$ cat config.mk
export PLATFORM = sky130hd
export DESIGN_NAME = parallel_input
export DESIGN_NICKNAME = d
export VERILOG_FILES = /design/src/rtl/parallel_input.sv
export SDC_FILE = /design/constraint.sdc
export NUM_CORES = 1
export LEC_CHECK = 0
export BUFFER_PORTS_ARGS = -buffer_cell sky130_fd_sc_hd__buf_2
export CAP_MARGIN = 20
export CORE_MARGIN = 2
export CORE_UTILIZATION = 40
export CTS_CLUSTER_DIAMETER = 50
export DETAILED_ROUTE_END_ITERATION = 8
export PLACE_DENSITY = 0.58
export SKIP_LAST_GASP = 1
export SYNTH_ARGS = -nofsm -noshare
export SYNTH_HDL_FRONTEND = slang
export SYNTH_SLANG_ARGS = --single-unit
$ cat constraint.sdc
create_clock -name clk -period 1.5 [get_ports clk]
set_input_delay 0 -clock clk [delete_from_list [all_inputs] [get_ports clk]]
set_output_delay 0 -clock clk [all_outputs]
set_load 0.005 [all_outputs]
$ cat src/rtl/parallel_input.sv
// -----------------------------------------------------------------------------
// parallel_input
//   Memory-mapped general-purpose input port. Up to 32 asynchronous pins are
//   synchronised into the clk domain and their level is exposed on the bus.
//   Rising and falling edges are latched into sticky write-1-to-clear flags,
//   and a registered level interrupt is raised for enabled flags.
//
//   Register map (offset = addr[3:2], addr[1:0] ignored):
//     0 DATA   RO   synchronised pin levels
//     1 RISE   W1C  sticky rising-edge flags
//     2 FALL   W1C  sticky falling-edge flags
//     3 IRQ_EN RW   per-pin interrupt enable
//
//   Ports:
//     clk, rst_n      core clock, asynchronous active-low reset
//     addr/wdata      bus byte address / write data
//     wmask           byte write enables
//     ren/wen         read / write strobes
//     rdata           read data, valid while ready=1, held until next read
//     ready           registered single-cycle access-complete pulse
//     active          combinational address decode for this device slot
//     io              asynchronous external pins
//     irq             registered interrupt request
// -----------------------------------------------------------------------------

// Per-pin slice: synchroniser, delayed copy and the two sticky edge flags.
module parallel_input_lane #(
    parameter int SYNC_STAGES = 2
) (
    input  logic clk,
    input  logic rst_n,
    input  logic io_i,
    input  logic cap_en_i,    // edge capture allowed (warm-up done)
    input  logic rise_clr_i,  // W1C clear of the rise flag this cycle
    input  logic fall_clr_i,  // W1C clear of the fall flag this cycle
    output logic data_o,
    output logic rise_o,
    output logic fall_o
);
    logic [SYNC_STAGES-1:0] sync_q;
    logic                   prev_q;
    logic                   rise_q, rise_d;
    logic                   fall_q, fall_d;
    logic                   data;
    logic                   rise_set, fall_set;

    assign data = sync_q[SYNC_STAGES-1];

    // A freshly detected edge takes priority over a clear in the same cycle.
    always_comb begin
        rise_set = cap_en_i & data & ~prev_q;
        fall_set = cap_en_i & ~data & prev_q;
        rise_d   = rise_set | (rise_q & ~rise_clr_i);
        fall_d   = fall_set | (fall_q & ~fall_clr_i);
    end

    always_ff @(posedge clk or negedge rst_n) begin
        if (!rst_n) begin
            sync_q <= '0;
            prev_q <= 1'b0;
            rise_q <= 1'b0;
            fall_q <= 1'b0;
        end else begin
            sync_q <= {sync_q[SYNC_STAGES-2:0], io_i};
            prev_q <= data;
            rise_q <= rise_d;
            fall_q <= fall_d;
        end
    end

    assign data_o = data;
    assign rise_o = rise_q;
    assign fall_o = fall_q;
endmodule

module parallel_input #(
    parameter logic [31:0] BASE_ADDR   = 32'h0003_0000,
    parameter int          WIDTH       = 32,
    parameter int          SYNC_STAGES = 2
) (
    input  logic             clk,
    input  logic             rst_n,
    input  logic [31:0]      addr,
    input  logic [31:0]      wdata,
    input  logic [3:0]       wmask,
    input  logic             ren,
    input  logic             wen,
    output logic [31:0]      rdata,
    output logic             ready,
    output logic             active,
    input  logic [WIDTH-1:0] io,
    output logic             irq
);
    // Capture opens once the chain and prev hold real pin samples, so the
    // reset value of prev can never be mistaken for an edge.
    localparam int                CNT_W    = $clog2(SYNC_STAGES + 2);
    localparam logic [CNT_W-1:0]  WARM_MAX = CNT_W'(SYNC_STAGES + 1);

    localparam logic [1:0] OFF_DATA = 2'd0;
    localparam logic [1:0] OFF_RISE = 2'd1;
    localparam logic [1:0] OFF_FALL = 2'd2;
    localparam logic [1:0] OFF_IREN = 2'd3;

    logic [CNT_W-1:0] warm_q, warm_d;
    logic [WIDTH-1:0] irqen_q, irqen_d;
    logic [31:0]      rdata_q, rdata_d;
    logic             ready_q, ready_d;
    logic             irq_q, irq_d;

    logic [WIDTH-1:0] data_w, rise_w, fall_w;
    logic [WIDTH-1:0] rise_clr, fall_clr;
    logic [WIDTH-1:0] bmask, wbits;
    logic [31:0]      bmask32, rmux;
    logic [1:0]       off;
    logic             wr, rd, cap_en;

    // Slot is 16-byte aligned, so only the upper address bits decide.
    assign active = (addr[31:4] == BASE_ADDR[31:4]);
    assign off    = addr[3:2];
    assign wr     = wen & active;
    assign rd     = ren & active;
    assign cap_en = (warm_q == WARM_MAX);

    assign bmask32 = {{8{wmask[3]}}, {8{wmask[2]}}, {8{wmask[1]}}, {8{wmask[0]}}};
    assign bmask   = bmask32[WIDTH-1:0];
    assign wbits   = wdata[WIDTH-1:0] & bmask;

    for (genvar g = 0; g < WIDTH; g++) begin : g_lane
        parallel_input_lane #(
            .SYNC_STAGES(SYNC_STAGES)
        ) u_lane (
            .clk        (clk),
            .rst_n      (rst_n),
            .io_i       (io[g]),
            .cap_en_i   (cap_en),
            .rise_clr_i (rise_clr[g]),
            .fall_clr_i (fall_clr[g]),
            .data_o     (data_w[g]),
            .rise_o     (rise_w[g]),
            .fall_o     (fall_w[g])
        );
    end

    always_comb begin
        warm_d   = (warm_q == WARM_MAX) ? warm_q : warm_q + 1'b1;
        rise_clr = (wr && off == OFF_RISE) ? wbits : '0;
        fall_clr = (wr && off == OFF_FALL) ? wbits : '0;
        irqen_d  = irqen_q;
        if (wr && off == OFF_IREN)
            irqen_d = (irqen_q & ~bmask) | wbits;

        // Read mux sees pre-edge values: same-cycle edges and writes are not
        // visible in the captured data.
        rmux = '0;
        case (off)
            OFF_DATA: rmux = 32'(data_w);
            OFF_RISE: rmux = 32'(rise_w);
            OFF_FALL: rmux = 32'(fall_w);
            OFF_IREN: rmux = 32'(irqen_q);
            default:  rmux = '0;
        endcase
        rdata_d = rd ? rmux : rdata_q;
        ready_d = (ren | wen) & active;
        irq_d   = |((rise_w | fall_w) & irqen_q);
    end

    always_ff @(posedge clk or negedge rst_n) begin
        if (!rst_n) begin
            warm_q  <= '0;
            irqen_q <= '0;
            rdata_q <= '0;
            ready_q <= 1'b0;
            irq_q   <= 1'b0;
        end else begin
            warm_q  <= warm_d;
            irqen_q <= irqen_d;
            rdata_q <= rdata_d;
            ready_q <= ready_d;
            irq_q   <= irq_d;
        end
    end

    assign rdata = rdata_q;
    assign ready = ready_q;
    assign irq   = irq_q;

    // Byte-offset bits and any wdata bits above WIDTH carry no meaning here.
    logic unused_bits;
    assign unused_bits = ^{addr[1:0], wdata};
endmodule

==> results.cfg <==
[outcome]
status = finished clean

[clock_tree]
clkSlewWorstSetupHoldPaths_ps = 60
clkLatencyLatePin_ps = 530
cts_buffers = 27
clock_path_buffers = 3
cts_tree = yes
htree_num_levels = 1
cts.sinks = 228
post_cts_buffers = 0
root_buffer = clkbuf_16

[routing]
drtAntennaViolNets = 0
num_vias = 6627
drtIter0Drc = 340
via_per_inst = 5.379
wl_per_cell_um = 19.07
first_pass_iters = 5
drc = 0
finalWirelength_mm = 23.49

[global_routing]
overflow = 0
antenna_found_initial = 0
grt_pass1_vias = 7140
grt_max_degree = 64
grt_usage = 0.1989
grt_pass1_wl_mm = 37.90

[finish]
layout_common_cells = 228 x dfrtp_1, 135 x buf_2, 71 x dlygate4sd3_1
finalInstanceArea_um2 = 12500
synthToLayoutAreaGrowth_pct = 34.27
insertedDiodeCount = 0
final_common_cell = dfrtp_1
nets = 1033
drive_above_1_share = 0.3696

[timing]
min_period_over_period = 0.9391
worst_slew_pin_slew_ps = 835.1
tns_ps = 0
drv_slew = 0
max-slew-margin-rel = 0.4415
final.min_clock_period_ps = 1409
finalHoldViolCount = 0
clock.fmax_mhz = 709.9
setup_viol = 0
final.setup_skew_ps = 7.885

[pwr]
seqPwrFrac = 0.465
power_frac_clock = 0.471
intPower_mw = 10.62
net-switching-power_mw = 3.072
power.density_nw_per_um2 = 1096
ir_drop_v = 0.0007744
combPwrFrac = 0.063
power_leakage_nw = 6.035
p_sw_frac = 0.2243

[worst_setup_path]
crit_fanout = 2
timing.rr.end = irq
start_kind = flop
r2r_slack_ps = 90
rr_worst_depth = 4
cp_data_arrival_time_ps = 1820
crit_required_ps = 1910
rr_startpoint = g_lane[19].u_lane.rise_o
critPathKind = reg -> reg
critPathCaptureType = flop

[yosys]
synth_nets = 765
synth_edf_count = 0
synthCells = 660
ys_seq_area_frac = 0.6131
synth-async-reset-ratio = 1.000
ys_warn_count = 0
synth_ff_type = dfrtp_1
syn_area_um2 = 9306
ys_ff_latch = 228
syn_area_per_cell_um2 = 14.10
synthDistinctLibCells = 32

[hold_path]
hp-class = in -> async

[flow_run]
drv_cap = 0

[die]
fp.coreArea_um2 = 22710
die-height_um = 156.5
dieArea_um2 = 24500
ios = 139
fp.dieW_um = 156.5
rows = 55
start_util = 0.4098

[placement]
gp_congestion = 0.8827
place_area_um2 = 10880
port_buffers = 136
detailed_place_hpwl_mm = 16.22
==> synth_stat cells (all sizes together) (4+ instances only) <==
library cell | number | share of area
nor4 | 16 | 0.027
mux2 | 65 | 0.082
o22ai | 33 | 0.022
buf | 5 | 0.0020
clkbuf | 15 | 0.0060
nand3 | 4 | 0.0027
a221o | 27 | 0.029
nand2 | 45 | 0.018
dfrtp | 228 | 0.61
o21bai | 30 | 0.024
inv | 42 | 0.017
o21ai | 33 | 0.018
mux4 | 32 | 0.077
nor2b | 55 | 0.037
nand4 | 13 | 0.010
==> worst max-delay path, cell delays in order (launching register included) <==
cell and delay [ps]:
dfrtp_1 390, o21ai_0 250, nand4_1 230, nor4_2 320
nand2_1 90
==> what timing repair did <==
action,CTS,global route
hold buffers,71,0
resized for setup,6,5
cloned,0,0
endpoints found under the setup margin,1,1
hold endpoints to repair,357,0
pin swaps,0,0
==> per-stage QoR <==
step	worst slack (ps)	hold slack [ps]	power, mW	cells	util
floorplan	-228.5	-295.6	6.765	660	-
global placement	-282.7	-145.0	7.186	1113	0.4792
detailed placement	-316.1	-141.9	7.217	1113	0.4792
CTS	3.284	71.28	13.87	1232	0.5495
global route	-6.607	81.91	14.24	1232	0.5502
finish	91.39	73.44	13.69	1232	0.5502
==> cell families after synthesis <==
logic type,count (synthesis),synth area share
multiplexers,97,0.1593
AO/OA/AOI/OAI,131,0.1002
XOR/XNOR,1,0.0009413
buffers and inverters,62,0.02501
flip-flops,228,0.6131
AND/OR/NAND/NOR,140,0.1002
adder cells (fa/ha/maj),1,0.001344
==> metal layers <==
layer / track usage / vias up / part of all wire
li1: - / 2965 / -
met1: 0.2672 / 3385 / 0.44
met2: 0.3197 / 215 / 0.48
met3: 0.03323 / 62 / 0.048
met4: 0.08869 / 0 / 0.037
met5: 0 / - / 0
==> power by group through the flow <==
stage | logic (mW) | clock network [mW] | registers [mW]
5_1_grt | 0.951 | 6.91 | 6.38
4_1_cts | 0.882 | 6.62 | 6.37
3_5_place_dp | 0.736 | 0 | 6.48
2_1_floorplan | 0.317 | 0 | 6.45
3_3_place_gp | 0.713 | 0 | 6.47
6_report | 0.867 | 6.46 | 6.37
==> layout make-up <==
type                            instances  area, um^2
Clock buffer                           36       749.5
Clock inverter                         12       136.4
Fill cell                            1900       10210
Inverter                               42       157.7
Multi-Input combinational cell        370        3448
Sequential cell                       228        5705
Tap cell                              285       356.6
Timing Repair Buffer                  259        1942
==> worst max path at each step <==
stage | startpoint | end | slack (ps) | cells past startpoint
after floorplan | addr[5] | flop | -230 | 4
after global placement | addr[5] | flop | -280 | 6
after detailed placement | addr[6] | flop | -320 | 6
after CTS | g_lane[26].u_lane.fall_o | irq | 3 | 5
after global routing | g_lane[19].u_lane.rise_o | irq | -7 | 4
final | g_lane[19].u_lane.rise_o | irq | 90 | 4
Power figures use the tool's default switching activity.
